`config.mk`:
```
export PLATFORM = sky130hd
export DESIGN_NAME = circle_buf_src_flat
export DESIGN_NICKNAME = d
export VERILOG_FILES = /design/src/rtl/circle_buf_src_if.sv /design/src/rtl/circle_buf_src.sv /design/src/flat_wrapper.sv
export SDC_FILE = /design/constraint.sdc
export NUM_CORES = 1
export LEC_CHECK = 0
export CAP_MARGIN = 40
export CORE_ASPECT_RATIO = 1.5
export CORE_MARGIN = 4
export CORE_UTILIZATION = 35
export DETAILED_ROUTE_END_ITERATION = 6
export PLACE_DENSITY = 0.57
export SETUP_SLACK_MARGIN = 0.15
export SYNTH_ARGS = -nofsm -noshare
export SYNTH_HDL_FRONTEND = slang
export SYNTH_SLANG_ARGS = --single-unit
```
`constraint.sdc`:
```
create_clock -name wclk -period 3.4 [get_ports wclk]
set_input_delay 0.34 -clock wclk [delete_from_list [all_inputs] [get_ports wclk]]
set_output_delay 0.34 -clock wclk [all_outputs]
set_load 0.01 [all_outputs]
```
`src/rtl/circle_buf_src_if.sv`:
```
// circle_buf_src_if: sample stream, capture control and buffer-side signals of circle_buf_src
// master: drives adc_in/adc_valid, decim, threshold, mode, arm, abort, auto_rearm, pretrig,
//         holdoff and full_flag; observes data_w, stb_w, trig_ext, trig_internal_ena, busy, drop_cnt
// slave : the producer itself (circle_buf_src), opposite directions
// CBSRC_TIMESTAMP_EN adds trig_ts[31:0] (slave output)
interface circle_buf_src_if #(
   parameter int dw = 16,
   parameter int cw = 8
);
   logic signed [dw-1:0] adc_in;
   logic                 adc_valid;
   logic [cw-1:0]        decim;
   logic signed [dw-1:0] threshold;
   logic [1:0]           mode;
   logic                 arm;
   logic                 abort;
   logic                 auto_rearm;
   logic [cw-1:0]        pretrig;
   logic [cw-1:0]        holdoff;
   logic                 full_flag;
   logic signed [dw-1:0] data_w;
   logic                 stb_w;
   logic                 trig_ext;
   logic                 trig_internal_ena;
   logic                 busy;
   logic [cw-1:0]        drop_cnt;
`ifdef CBSRC_TIMESTAMP_EN
   logic [31:0]          trig_ts;
   modport master (
      output adc_in, adc_valid, decim, threshold, mode, arm, abort, auto_rearm, pretrig, holdoff, full_flag,
      input  data_w, stb_w, trig_ext, trig_internal_ena, busy, drop_cnt, trig_ts
   );
   modport slave (
      input  adc_in, adc_valid, decim, threshold, mode, arm, abort, auto_rearm, pretrig, holdoff, full_flag,
      output data_w, stb_w, trig_ext, trig_internal_ena, busy, drop_cnt, trig_ts
   );
`else
   modport master (
      output adc_in, adc_valid, decim, threshold, mode, arm, abort, auto_rearm, pretrig, holdoff, full_flag,
      input  data_w, stb_w, trig_ext, trig_internal_ena, busy, drop_cnt
   );
   modport slave (
      input  adc_in, adc_valid, decim, threshold, mode, arm, abort, auto_rearm, pretrig, holdoff, full_flag,
      output data_w, stb_w, trig_ext, trig_internal_ena, busy, drop_cnt
   );
`endif
endinterface

```
`src/rtl/circle_buf_src.sv`:
```
// circle_buf_src: decimating, full-gated sample producer with threshold trigger for circle_buf4
// wclk  : write clock, rising edge
// reset : asynchronous, active-high
// bus   : circle_buf_src_if.slave (sample in, capture controls, full_flag in; data_w/stb_w,
//         trig_ext, trig_internal_ena, busy, drop_cnt out)
// CBSRC_TIMESTAMP_EN: adds trig_ts, the accepted-sample count latched at each trigger
module circle_buf_src #(
   parameter int dw = 16,
   parameter int cw = 8
) (
   input logic             wclk,
   input logic             reset,
   circle_buf_src_if.slave bus
);
   typedef enum logic [1:0] {IDLE, PRE, WAIT, HOLD} state_t;
   state_t               state_q, state_d;
   logic [cw-1:0]        dcnt_q, dcnt_d, pcnt_q, pcnt_d, hcnt_q, hcnt_d, drop_q, drop_d;
   logic signed [dw-1:0] data_q, data_d, prev_q, prev_d;
   logic                 stb_q, stb_d, trig_q, trig_d, pv_q, pv_d;
   logic                 keep, acc, rise, fall, hit, pre_done, hold_done;
`ifdef CBSRC_TIMESTAMP_EN
   logic [31:0]          ts_q, ts_d, trig_ts_q, trig_ts_d;
`endif
   always_comb begin
      keep      = bus.adc_valid && (dcnt_q == bus.decim);
      // a kept sample is accepted only if the buffer can take it; everything downstream counts acc
      acc       = keep && !bus.full_flag;
      dcnt_d    = !bus.adc_valid ? dcnt_q : keep ? '0 : dcnt_q + cw'(1);
      data_d    = acc ? bus.adc_in : data_q;
      stb_d     = acc;
      drop_d    = (keep && bus.full_flag && drop_q != '1) ? drop_q + cw'(1) : drop_q;
      rise      = pv_q && (prev_q < bus.threshold) && (bus.adc_in >= bus.threshold);
      fall      = pv_q && (prev_q > bus.threshold) && (bus.adc_in <= bus.threshold);
      hit       = bus.mode == 2'd3 || (bus.mode == 2'd1 && rise) || (bus.mode == 2'd2 && fall);
      prev_d    = acc ? bus.adc_in : prev_q;
      pv_d      = acc | pv_q;
      // leave PRE/HOLD on the sample that completes the count so no sample falls between phases
      pre_done  = pcnt_q == bus.pretrig || (acc && pcnt_q + cw'(1) == bus.pretrig);
      hold_done = hcnt_q == bus.holdoff || (acc && hcnt_q + cw'(1) == bus.holdoff);
      state_d   = state_q;
      pcnt_d    = pcnt_q;
      hcnt_d    = hcnt_q;
      trig_d    = 1'b0;
      case (state_q)
         IDLE: if (bus.arm && bus.mode != 2'd0) begin
            state_d = PRE;
            pcnt_d  = '0;
            pv_d    = 1'b0;
         end
         PRE: if (pre_done) state_d = WAIT;
              else if (acc) pcnt_d = pcnt_q + cw'(1);
         WAIT: if (acc && hit) begin
            trig_d  = 1'b1;
            state_d = HOLD;
            hcnt_d  = '0;
         end
         HOLD: if (hold_done) begin
            state_d = bus.auto_rearm ? PRE : IDLE;
            pcnt_d  = '0;
            pv_d    = bus.auto_rearm ? 1'b0 : pv_d;
         end else if (acc) hcnt_d = hcnt_q + cw'(1);
      endcase
      if (bus.abort) begin
         state_d = IDLE;
         trig_d  = 1'b0;
      end
`ifdef CBSRC_TIMESTAMP_EN
      ts_d      = acc ? ts_q + 32'd1 : ts_q;
      trig_ts_d = trig_d ? ts_q + 32'd1 : trig_ts_q;
`endif
   end
   always_ff @(posedge wclk or posedge reset) begin
      if (reset) begin
         state_q   <= IDLE;
         dcnt_q    <= '0;
         pcnt_q    <= '0;
         hcnt_q    <= '0;
         drop_q    <= '0;
         data_q    <= '0;
         prev_q    <= '0;
         stb_q     <= 1'b0;
         trig_q    <= 1'b0;
         pv_q      <= 1'b0;
`ifdef CBSRC_TIMESTAMP_EN
         ts_q      <= '0;
         trig_ts_q <= '0;
`endif
      end else begin
         state_q   <= state_d;
         dcnt_q    <= dcnt_d;
         pcnt_q    <= pcnt_d;
         hcnt_q    <= hcnt_d;
         drop_q    <= drop_d;
         data_q    <= data_d;
         prev_q    <= prev_d;
         stb_q     <= stb_d;
         trig_q    <= trig_d;
         pv_q      <= pv_d;
`ifdef CBSRC_TIMESTAMP_EN
         ts_q      <= ts_d;
         trig_ts_q <= trig_ts_d;
`endif
      end
   end
   assign bus.data_w            = data_q;
   assign bus.stb_w             = stb_q;
   assign bus.trig_ext          = trig_q;
   assign bus.trig_internal_ena = bus.mode == 2'd0;
   assign bus.busy              = state_q != IDLE;
   assign bus.drop_cnt          = drop_q;
`ifdef CBSRC_TIMESTAMP_EN
   assign bus.trig_ts           = trig_ts_q;
`endif
endmodule
```
`src/flat_wrapper.sv`:
```
// flat-port wrapper written by rule: the top's interface ports become plain ports
module circle_buf_src_flat 
#(
   parameter int dw = 16,
   parameter int cw = 8
)
  (wclk, reset, bus_adc_in, bus_adc_valid, bus_decim, bus_threshold, bus_mode, bus_arm, bus_abort, bus_auto_rearm, bus_pretrig, bus_holdoff, bus_full_flag, bus_data_w, bus_stb_w, bus_trig_ext, bus_trig_internal_ena, bus_busy, bus_drop_cnt);
  circle_buf_src_if #(.dw(dw), .cw(cw)) bus_i ();
  input logic wclk;
  input logic reset;
  input wire logic [$bits(bus_i.adc_in)-1:0] bus_adc_in;
  input wire logic [$bits(bus_i.adc_valid)-1:0] bus_adc_valid;
  input wire logic [$bits(bus_i.decim)-1:0] bus_decim;
  input wire logic [$bits(bus_i.threshold)-1:0] bus_threshold;
  input wire logic [$bits(bus_i.mode)-1:0] bus_mode;
  input wire logic [$bits(bus_i.arm)-1:0] bus_arm;
  input wire logic [$bits(bus_i.abort)-1:0] bus_abort;
  input wire logic [$bits(bus_i.auto_rearm)-1:0] bus_auto_rearm;
  input wire logic [$bits(bus_i.pretrig)-1:0] bus_pretrig;
  input wire logic [$bits(bus_i.holdoff)-1:0] bus_holdoff;
  input wire logic [$bits(bus_i.full_flag)-1:0] bus_full_flag;
  output wire logic [$bits(bus_i.data_w)-1:0] bus_data_w;
  output wire logic [$bits(bus_i.stb_w)-1:0] bus_stb_w;
  output wire logic [$bits(bus_i.trig_ext)-1:0] bus_trig_ext;
  output wire logic [$bits(bus_i.trig_internal_ena)-1:0] bus_trig_internal_ena;
  output wire logic [$bits(bus_i.busy)-1:0] bus_busy;
  output wire logic [$bits(bus_i.drop_cnt)-1:0] bus_drop_cnt;
  assign bus_i.adc_in = bus_adc_in;
  assign bus_i.adc_valid = bus_adc_valid;
  assign bus_i.decim = bus_decim;
  assign bus_i.threshold = bus_threshold;
  assign bus_i.mode = bus_mode;
  assign bus_i.arm = bus_arm;
  assign bus_i.abort = bus_abort;
  assign bus_i.auto_rearm = bus_auto_rearm;
  assign bus_i.pretrig = bus_pretrig;
  assign bus_i.holdoff = bus_holdoff;
  assign bus_i.full_flag = bus_full_flag;
  assign bus_data_w = bus_i.data_w;
  assign bus_stb_w = bus_i.stb_w;
  assign bus_trig_ext = bus_i.trig_ext;
  assign bus_trig_internal_ena = bus_i.trig_internal_ena;
  assign bus_busy = bus_i.busy;
  assign bus_drop_cnt = bus_i.drop_cnt;
  circle_buf_src #(.dw(dw), .cw(cw)) u_core (.wclk(wclk), .reset(reset), .bus(bus_i));
endmodule
```
==> qor.yml, run 1 <==
routing:
  viasPerCell: 5.070
  vias: 3701
  postRouteAntennaNets: 0
  drt_wl_total_um: 11070
  drtIter0Drc: 69
  wl_per_cell_um: 15.17
  drcViolationCount: 0
  first_pass_iters: 4
synth:
  synth_area_leaders: "dfrtp_1, ha_1, nand2_1"
  seq_area_frac_synth: 0.3253
  synth_edf_count: 0
  ys.flop_type: "dfrtp_1"
  syn_area_mm2: 0.004078
  synth-seq-cells: 53
  syn_avg_cell_area_um2: 8.750
  ys_types: 68
  mappedNetlistNets: 572
  syn_inst: 466
  yosysTopAreaCell: "dfrtp_1"
  async_flop_share: 1.000
  yosysWarnings: 0
  synth_top_area_frac: 0.3253
cts:
  cts.root.buffer_cell: "clkbuf_16"
  cts_tree: "built"
  cts_made_buffers: 5
  cts-htree-levels: 2
  clkTransAtPathRegs_ns: 0.07
  clk_path_buf_depth: 2
  cts.sinks: 53
  clkLatencyLatePin_ns: 0.29
  cts_hold_buf: 0
worst_setup_path:
  reg2reg_from: "u_core.bus.data_w[1]$_DFFE_PP0P_"
  end_kind: "flop"
  cp_num_cells: 12
  worstSetupStartpointType: "input port"
  crit_buf_inv: 3
  cp_max_fo: 7
  critPathSlowestCell: "or4_4"
  cp_data_required_time_ns: 3.57
  ff2ff_setup_slack_ns: 0.32
  cp_cell_sequence: "clkdlybuf4s50_1 -> inv_1 -> buf_4 -> ha_1 -> a21o_1 -> a2111oi_2 -> nand4b_1 -> and2_1 -> or4_4 -> o2111ai_4 -> nor4b_2 -> a211o_1"
  critical_path_arrival_ns: 3.30
  worstRegToRegCells: 10
  max_stage_delay_ns: 0.50
  path_class: "input port to flop"
  cp_top_family: "compound AO/OA/AOI/OAI gates"
  regToRegEndpoint: "u_core.hcnt_q[6]$_DFFE_PP0P_"
cells_and_area:
  fillCellCount: 1121
  layoutNonFillerInstCount: 730
  regArea_mm2: 0.001326
  drive_above_1_share: 0.1259
  multi_input_area_mm2: 0.002675
  area_delta_synth_final_pct: 37.34
  layout_common_cells: "clkdlybuf4s50_1, nand2_1, dfrtp_1, ha_1, nor2_1"
  antenna_cells: 0
  nets: 685
  final_common_cell: "clkdlybuf4s50_1"
power:
  irDropWorstVdd_v: 0.0002280
  leakagePower_nw: 2.478
  total_power_mw: 2.217
  powerDensity_mw_per_mm2: 395.8
placed_design:
  io_buffers: 92
  place_ws_ns: -0.2594
  place_inst: 717
  place_congestion: 0.8530
  dp_hpwl_um: 8730
grt:
  grt-busiest-layer: "met2"
  antenna_found_initial: 0
  use_met2: 0.3142
  met3_usage: 0.02257
  grt_max_degree: 38
  met1_usage: 0.1912
  grt_pass1_vias: 3850
  grt-ovfl-total: 0
  grt_pass1_wl_um: 18040
  grt_usage: 0.1679
floorplanning:
  rows: 48
  io_pins: 93
  start_util: 0.3555
  die_height_um: 140.2
  die_w_um: 96.13
  die-area_mm2: 0.01348
  core_area_mm2: 0.01147
job:
  drv_cap: 0
timing:
  worst_slack_ns: 0.2772
  slew_headroom: 0.6656
  finalCriticalPeriod_ns: 3.123
  setup_viol: 0
  fmax_ghz: 0.3202
  period_share: 0.9185
  hold_viol: 0
  worst_slew_pin_slew_ns: 0.5016
  fin_skew_ns: 0.006471
  rsz0062_at_grt: "no"
  maxSlewViolCount: 0
hold_path:
  hold_path.class: "input port to asynchronous set/reset pin"
outcome:
  status: "completed"
synthesized netlist by cell type, types with 3 or more instances:
library cell	count
and3_1	5
o211ai_1	7
or4_1	3
a21o_1	3
buf_2	6
nor4_1	3
or3_1	3
nand3b_1	3
nand4_1	14
nor2b_1	3
nand2_1	79
dfrtp_1	53
clkbuf_1	5
ha_1	41
a21oi_1	15
inv_1	31
xnor2_1	27
o21ai_1	5
o21ai_0	10
o22ai_1	3
nor2_1	31
xor2_1	20
nor3_1	9
a31oi_1	3
nand2b_1	7
nand3_1	14
o31a_1	4
o21a_1	4
and4_1	3
sequential cells by signal, indices dropped and copies added, names as in the netlist:
name	flops
u_core.bus.trig_ext	1
u_core.dcnt_q	8
u_core.state_q	2
u_core.pcnt_q	8
u_core.hcnt_q	8
u_core.bus.stb_w	1
u_core.pv_q	1
u_core.bus.drop_cnt	8
u_core.bus.data_w	16
worst reg2reg max path, delay by kind of cell (launching register included):
kind / cells / cell delay (ns)
muxes: 1 / 0.33
and+or+nand+nor: 4 / 1.31
adders and majority gates: 1 / 0.25
DFF: 1 / 0.42
AOI/OAI and AO/OA: 4 / 0.72
layer usage:
| metal | wire length, um | part of all wire | vias up |
|---|---|---|---|
| met5 | 0 | 0 | - |
| met4 | 230 | 0.021 | 0 |
| met3 | 325 | 0.029 | 14 |
| met2 | 6055 | 0.55 | 63 |
| met1 | 4460 | 0.40 | 1762 |
| li1 | - | - | 1862 |
layout make-up:
| type | count | area share |
|---|---|---|
| clock inverter | 2 | 0.002681 |
| timing repair buffer | 120 | 0.2042 |
| multi-input combinational | 366 | 0.4777 |
| tap | 150 | 0.03351 |
| inverter | 33 | 0.02212 |
| clock buffer | 6 | 0.02301 |
| sequential | 53 | 0.2368 |
what timing repair did:
item                                    CTS  global route
buffers inserted                          2             3
endpoints found under the setup margin    5            10
gates resized for setup                   1            23
pin swaps                                 1            11
kinds of logic after synthesis:
| logic type | Yosys count | synth area share |
|---|---|---|
| flops | 53 | 0.3253 |
| fa+ha+maj | 41 | 0.1258 |
| xor+xnor | 47 | 0.1010 |
| mux | 6 | 0.01687 |
| simple gates | 195 | 0.2452 |
| buf+inv | 47 | 0.04879 |
| compound gates | 77 | 0.1372 |
power breakdown:
part / switching, mW / leakage [nW] / internal, mW
registers: 0.118 / 0.695 / 0.715
clock network: 0.234 / 0.0631 / 0.274
logic: 0.447 / 1.72 / 0.430
total: 0.798 / 2.48 / 1.42
metrics by stage:
step | hold WS (ns) | cell area (um2) | TNS [ns] | util
5_1_grt | 0.3712 | 5600 | 0 | 0.4882
4_1_cts | 0.3550 | 5454 | 0 | 0.4755
3_3_place_gp | 0.4894 | 5284 | -1.319 | 0.4606
2_1_floorplan | 0.3981 | 4078 | 0 | -
6_report | 0.3453 | 5600 | 0 | 0.4882
3_5_place_dp | 0.4991 | 5284 | -1.519 | 0.4606
worst max path at each step:
stage / start / endpoint
CTS: bus_threshold[14] / u_core.hcnt_q[4]$_DFFE_PP0P_
global route: bus_threshold[15] / u_core.hcnt_q[6]$_DFFE_PP0P_
floorplan: u_core.bus.data_w[15]$_DFFE_PP0P_ / u_core.hcnt_q[4]$_DFFE_PP0P_
finish: bus_threshold[13] / u_core.hcnt_q[4]$_DFFE_PP0P_
global placement: bus_threshold[12] / u_core.hcnt_q[4]$_DFFE_PP0P_
detailed placement: bus_threshold[14] / u_core.hcnt_q[4]$_DFFE_PP0P_
Power figures use the tool's default switching activity.
==> run 2, diff against run 1 <==
- MAX_ROUTING_LAYER: not set -> met4
==> run 2 against run 1 <==
Against the previous run:
- register-to-register slack got worse by 0.03 ns
- count of clock-buffer cells in the layout stayed put
- global-route usage up 0.48 points
- utilization is the same
- non-clock buffer count stayed put
- sequential share of layout area unchanged
- routed wire length barely moved
- sequential power hardly changed
- maximum frequency fell by 0.27%
- critical endpoint is now u_core.hcnt_q[6]$_DFFE_PP0P_
- largest power group unchanged
- highest routed layer unchanged
==> qor.yml, run 2 (synthesized netlist as in run 1, its figures left out) <==
timing:
  tns_ns: 0  # unchanged
  fin_skew_ns: 0.007095  # +0.0006237 ns
  fmax_ghz: 0.3194  # -0.27%
  slew_headroom: 0.6638  # -0.001868
  rsz0062_at_grt: "no"
  worst_slew_pin_slew_ns: 0.5044  # +0.002802 ns
  hold_ws_ns: 0.3448  # -0.0004630 ns
  finalCriticalPeriod_ns: 3.131  # +0.008475 ns
  period_share: 0.9210  # +0.002493
  maxSlewViolCount: 0  # unchanged
  setup_viol: 0  # unchanged
  hold_viol: 0  # unchanged
worst_setup_path:
  regToRegEndpoint: "u_core.hcnt_q[6]$_DFFE_PP0P_"
  cp_data_required_time_ns: 3.63  # +0.06 ns
  ff2ff_setup_slack_ns: 0.29  # -0.03 ns
  critPathSlowestCell: "or4_1"
  cp_cell_sequence: "clkdlybuf4s50_1 -> inv_1 -> ha_4 -> nand4_2 -> or3_4 -> a211oi_2 -> or4b_4 -> mux2_4 -> o22ai_4 -> o2111ai_4 -> or4_1 -> nand3_1"
  cp_top_family: "simple AND/OR/NAND/NOR gates"
  worstRegToRegCells: 10  # unchanged
  reg2reg_from: "u_core.bus.data_w[1]$_DFFE_PP0P_"
  critical_path_arrival_ns: 3.36  # +0.06 ns
  end_kind: "flop"
  path_class: "input port to flop"
  max_stage_delay_ns: 0.53  # +0.03 ns
  crit_buf_inv: 2  # -1
  worstSetupStartpointType: "input port"
  cp_max_fo: 7  # unchanged
cts:
  cts.root.buffer_cell: "clkbuf_16"
  clkLatencyLatePin_ns: 0.29  # about the same
  cts.sinks: 53  # unchanged
  cts-htree-levels: 2  # unchanged
  clkTransAtPathRegs_ns: 0.07  # about the same
  cts_tree: "built"
  clk_path_buf_depth: 2  # unchanged
  cts_hold_buf: 0  # unchanged
  cts_made_buffers: 5  # unchanged
routing:
  drcViolationCount: 0  # unchanged
  wl_per_cell_um: 15.18  # about the same
  first_pass_iters: 4  # unchanged
  drtIter0Drc: 65  # -5.8%
  drt_wl_total_um: 11080  # about the same
  vias: 3708  # +0.19%
  postRouteAntennaNets: 0  # unchanged
  viasPerCell: 5.079  # +0.19%
cells_and_area:
  drive_above_1_share: 0.1259  # unchanged
  layoutNonFillerInstCount: 730  # unchanged
  antenna_cells: 0  # unchanged
  area_delta_synth_final_pct: 37.34  # unchanged
  final_common_cell: "clkdlybuf4s50_1"
  fin_area_mm2: 0.005600  # unchanged
  largest_register_ffs: 16  # unchanged
  nets: 685  # unchanged
  layout_common_cells: "clkdlybuf4s50_1, nand2_1, dfrtp_1, ha_1, nor2_1"
placed_design:
  place_inst: 717  # unchanged
  io_buffers: 92  # unchanged
  dp_hpwl_um: 8730  # unchanged
  place_congestion: 0.8665  # +1.6%
  dpl-instance-area_mm2: 0.005284  # unchanged
floorplanning:
  start_util: 0.3555  # unchanged
  io_pins: 93  # unchanged
  die-area_mm2: 0.01348  # unchanged
  die_w_um: 96.13  # unchanged
  rows: 48  # unchanged
  core_area_mm2: 0.01147  # unchanged
  die_height_um: 140.2  # unchanged
grt:
  grt_usage: 0.1726  # +0.004755
  grt_max_degree: 38  # unchanged
  grt_pass1_vias: 3849  # -0.026%
  antenna_found_initial: 0  # unchanged
  grt-ovfl-total: 0  # unchanged
  grt_pass1_wl_um: 18050  # about the same
power:
  powerDensity_mw_per_mm2: 396.1  # about the same
  leakagePower_nw: 2.478  # unchanged
  total_power_mw: 2.218  # about the same
  irDropWorstVdd_v: 0.0002291  # +0.50%
outcome:
  status: "completed"
job:
  drv_cap: 0  # unchanged
hold_path:
  hold_path.class: "input port to asynchronous set/reset pin"
-- run 2: cell counts in the layout (fill, tap and decap cells not counted) --
No cell type changed its count.
-- run 2: area by class of cell --
class                      instances  area (um2)
clock buffer                       6       128.9
clock inverter                     2       15.01
fill                            1121        5871
inverter                          33       123.9
multi-input combinational        366        2675
sequential                        53        1326
tap                              150       187.7
timing repair buffer             120        1144
-- run 2: through the flow --
stage,worst slack [ns],utilization
final,0.2687,0.4882
after global routing,0.1514,0.4882
after CTS,0.1510,0.4755
after detailed placement,-0.2594,0.4606
after global placement,-0.2308,0.4606
after floorplan,0.3185,-
-- run 2: worst max path at each step --
stage	start	to	slack [ns]	depth (start not counted)
final	bus_threshold[15]	u_core.hcnt_q[6]$_DFFE_PP0P_	0.27	12
after global placement	bus_threshold[12]	u_core.hcnt_q[4]$_DFFE_PP0P_	-0.23	12
after CTS	bus_threshold[14]	u_core.hcnt_q[4]$_DFFE_PP0P_	0.15	12
after floorplan	u_core.bus.data_w[15]$_DFFE_PP0P_	u_core.hcnt_q[4]$_DFFE_PP0P_	0.32	10
after global routing	bus_threshold[15]	u_core.hcnt_q[6]$_DFFE_PP0P_	0.15	12
after detailed placement	bus_threshold[14]	u_core.hcnt_q[4]$_DFFE_PP0P_	-0.26	12
-- run 2: layer usage --
metal	GRT usage	wire, um	vias to the layer above
met3	0.02257	321	14
met5	-	0	-
met4	0.04948	231	0
met2	0.3142	6066	65
met1	0.1912	4459	1770
li1	-	-	1859
-- run 2: what timing repair did --
action	in CTS	in global routing
setup endpoints to repair	5	10
pin swaps	1	11
buffers inserted	2	3
gates resized for setup	1	23
-- run 2: report_power, final --
| part | total [mW] | internal (mW) | switching, mW | leakage (nW) |
|---|---|---|---|---|
| combinational | 0.877 | 0.430 | 0.447 | 1.72 |
| sequential | 0.833 | 0.715 | 0.118 | 0.695 |
| clock | 0.509 | 0.274 | 0.235 | 0.0631 |
==> run 3, diff against run 2 <==
- PLACE_DENSITY: 0.57 -> 0.59
- SKIP_LAST_GASP: not set -> 1
- clock period: 3.4 -> 2.5 ns (I/O delays scaled with it)
==> run 3 against run 2 <==
Against the previous run:
- the run now ends with negative setup slack left
- die area did not move
- sequential cell count did not move
- sequential share of layout area fell by 2.8 points
- global-route usage rose by 1.5 points
- register-to-register slack got worse by 0.71 ns
- power rose by 59%
- non-clock buffer count rose by 70
- clock skew fell by 0.0026 ns
- utilization rose by 6.7 points
- setup slack got worse by 0.69 ns
- critical path type unchanged
- largest cell class unchanged
- largest power group unchanged
==> qor.yml, run 3 (synthesized netlist as in run 1, its figures left out) <==
worst_setup_path:
  cp_cell_sequence: "clkdlybuf4s50_1 -> inv_1 -> ha_1 -> nand2_1 -> or3_4 -> a211oi_2 -> or4b_4 -> mux2_4 -> or4_4 -> o2111ai_4 -> nor4b_2 -> a211o_1"
  cp_num_cells: 12  # unchanged
  path_class: "input port to flop"
  max_stage_delay_ns: 0.46  # -0.07 ns
  end_kind: "flop"
  cp_max_fo: 8  # +1
  crit_start: "bus_threshold[10]"
  crit_end: "u_core.hcnt_q[4]$_DFFE_PP0P_"
  cp_top_family: "simple AND/OR/NAND/NOR gates"
  reg2reg_from: "u_core.bus.data_w[15]$_DFFE_PP0P_"
  critical_path_arrival_ns: 3.10  # -0.26 ns
  worstSetupStartpointType: "input port"
  ff2ff_setup_slack_ns: -0.42  # -0.71 ns
  regToRegEndpoint: "u_core.hcnt_q[4]$_DFFE_PP0P_"
  critPathSlowestCell: "clkdlybuf4s50_1"
  worstRegToRegCells: 10  # unchanged
  crit_buf_inv: 2  # unchanged
  cp_data_required_time_ns: 2.68  # -0.95 ns
power:
  leakagePower_nw: 2.871  # +16%
  total_power_mw: 3.516  # +59%
  powerDensity_mw_per_mm2: 552.4  # +39%
  irDropWorstVdd_v: 0.0003462  # +51%
cells_and_area:
  drive_above_1_share: 0.2708  # +0.1449
  area_delta_synth_final_pct: 56.12
  antenna_cells: 0  # unchanged
  nets: 755  # +10%
  multi_input_area_mm2: 0.002867  # +7.2%
  regArea_mm2: 0.001331  # +0.38%
  layoutNonFillerInstCount: 800  # +9.6%
  largest_register_ffs: 16  # unchanged
  layout_common_cells: "buf_4, clkdlybuf4s50_1, nand2_1, dfrtp_1, ha_1"
  fillCellCount: 1049  # -6.4%
  fin_area_mm2: 0.006366  # +14%
  final_common_cell: "buf_4"
cts:
  clkTransAtPathRegs_ns: 0.07  # about the same
  clkLatencyLatePin_ns: 0.29  # about the same
  cts-htree-levels: 2  # unchanged
  cts.sinks: 53  # unchanged
  cts_tree: "built"
  cts.root.buffer_cell: "clkbuf_16"
  cts_hold_buf: 0  # unchanged
  clk_path_buf_depth: 2  # unchanged
  cts_made_buffers: 5  # unchanged
job:
  drv_cap: 0  # unchanged
hold_path:
  hold_path.class: "input port to asynchronous set/reset pin"
grt:
  antenna_found_initial: 0  # unchanged
  grt_max_degree: 34  # -11%
  grt_pass1_wl_um: 19590  # +8.5%
  grt-ovfl-total: 0  # unchanged
  met1_usage: 0.1990  # +0.007785
  grt_usage: 0.1880  # +0.01541
  use_met2: 0.3491  # +0.03495
  grt-busiest-layer: "met2"
  met3_usage: 0.02472  # +0.002149
  grt_pass1_vias: 4281  # +11%
placed_design:
  place_inst: 788  # +9.9%
  io_buffers: 92  # unchanged
  place_congestion: 0.8798  # +1.5%
  dp_hpwl_um: 9368  # +7.3%
  dpl-instance-area_mm2: 0.005947  # +13%
  place_ws_ns: -0.8721  # -0.6127 ns
timing:
  worst_slew_pin_slew_ns: 0.5139  # +0.009505 ns
  fin_skew_ns: 0.004535  # -0.002560 ns
  slew_headroom: 0.6569  # -0.006836
  setup_viol: 14  # +14
  rsz0062_at_grt: "yes"
  hold_viol: 0  # unchanged
  finalCriticalPeriod_ns: 2.921
  period_share: 1.169
  maxSlewViolCount: 0  # unchanged
  worst_slack_ns: -0.4214  # -0.6901 ns
  tns_ns: -4.166  # -4.166 ns
  fmax_ghz: 0.3423
routing:
  postRouteAntennaNets: 0  # unchanged
  first_pass_iters: 5  # +1
  drcViolationCount: 0  # unchanged
  vias: 3992  # +7.7%
  wl_per_cell_um: 14.56  # -4.1%
  drt_wl_total_um: 11640  # +5.1%
  drtIter0Drc: 80  # +23%
  viasPerCell: 4.990  # -1.8%
floorplanning:
  die-area_mm2: 0.01348  # unchanged
  core_area_mm2: 0.01147  # unchanged
  rows: 48  # unchanged
  start_util: 0.3555  # unchanged
  io_pins: 93  # unchanged
  die_w_um: 96.13  # unchanged
  die_height_um: 140.2  # unchanged
outcome:
  violations: "negative setup slack"
  status: "finished, violations left"
## run 3: changes by cell type in the layout (fill, tap and decap cells not counted), sizes merged
cell	change
buf	+70
dlygate4sd2	+8
clkdlybuf4s50	-6
clkinvlp	-2
dlymetal6s2s	-2
bufinv	+1
clkinv	+1
## run 3: final cells by class
class / instances / area share
well taps: 150 / 0.02948
multi-input cells: 366 / 0.4503
inverters: 33 / 0.01946
flip-flops and latches: 53 / 0.2091
clock inverters: 2 / 0.006093
clock buffers: 6 / 0.02024
repair buffers: 190 / 0.2653
## run 3: layer usage
layer | up-vias | wire length, um
met5 | - | 0
met4 | 0 | 224
met3 | 19 | 314
met2 | 72 | 6623
met1 | 1902 | 4482
li1 | 1999 | -
## run 3: how the worst min path moves through the flow
stage / slack (ns) / cells after the start / from / endpoint
after floorplan: 0.31 / 1 / bus_abort / u_core.state_q[0]$_DFFE_PP0P_
after global placement: 0.49 / 1 / u_core.bus.drop_cnt[4]$_DFFE_PP0P_ / u_core.bus.drop_cnt[4]$_DFFE_PP0P_
after detailed placement: 0.50 / 1 / u_core.bus.drop_cnt[4]$_DFFE_PP0P_ / u_core.bus.drop_cnt[4]$_DFFE_PP0P_
after CTS: 0.31 / 2 / reset / u_core.bus.stb_w$_DFF_PP0_
after global routing: 0.33 / 2 / reset / u_core.bus.stb_w$_DFF_PP0_
final: 0.30 / 2 / reset / u_core.bus.stb_w$_DFF_PP0_
## run 3: where the power goes
group | internal [mW] | total (mW) | switching [mW] | leakage [nW]
clock | 0.476 | 0.801 | 0.325 | 0.0810
sequential | 0.975 | 1.09 | 0.112 | 0.689
combinational | 0.858 | 1.63 | 0.771 | 2.10
## run 3: timing repair
action	4_1_cts	5_1_grt
endpoints found under the setup margin	19	21
setup buffers	4	0
resized for setup	43	14
pin swaps	10	5
## run 3: through the flow
stage | utilization | hold WS, ns
CTS | 0.5500 | 0.3071
floorplan | - | 0.3081
detailed placement | 0.5184 | 0.4958
finish | 0.5550 | 0.3023
global placement | 0.5184 | 0.4890
global route | 0.5550 | 0.3322
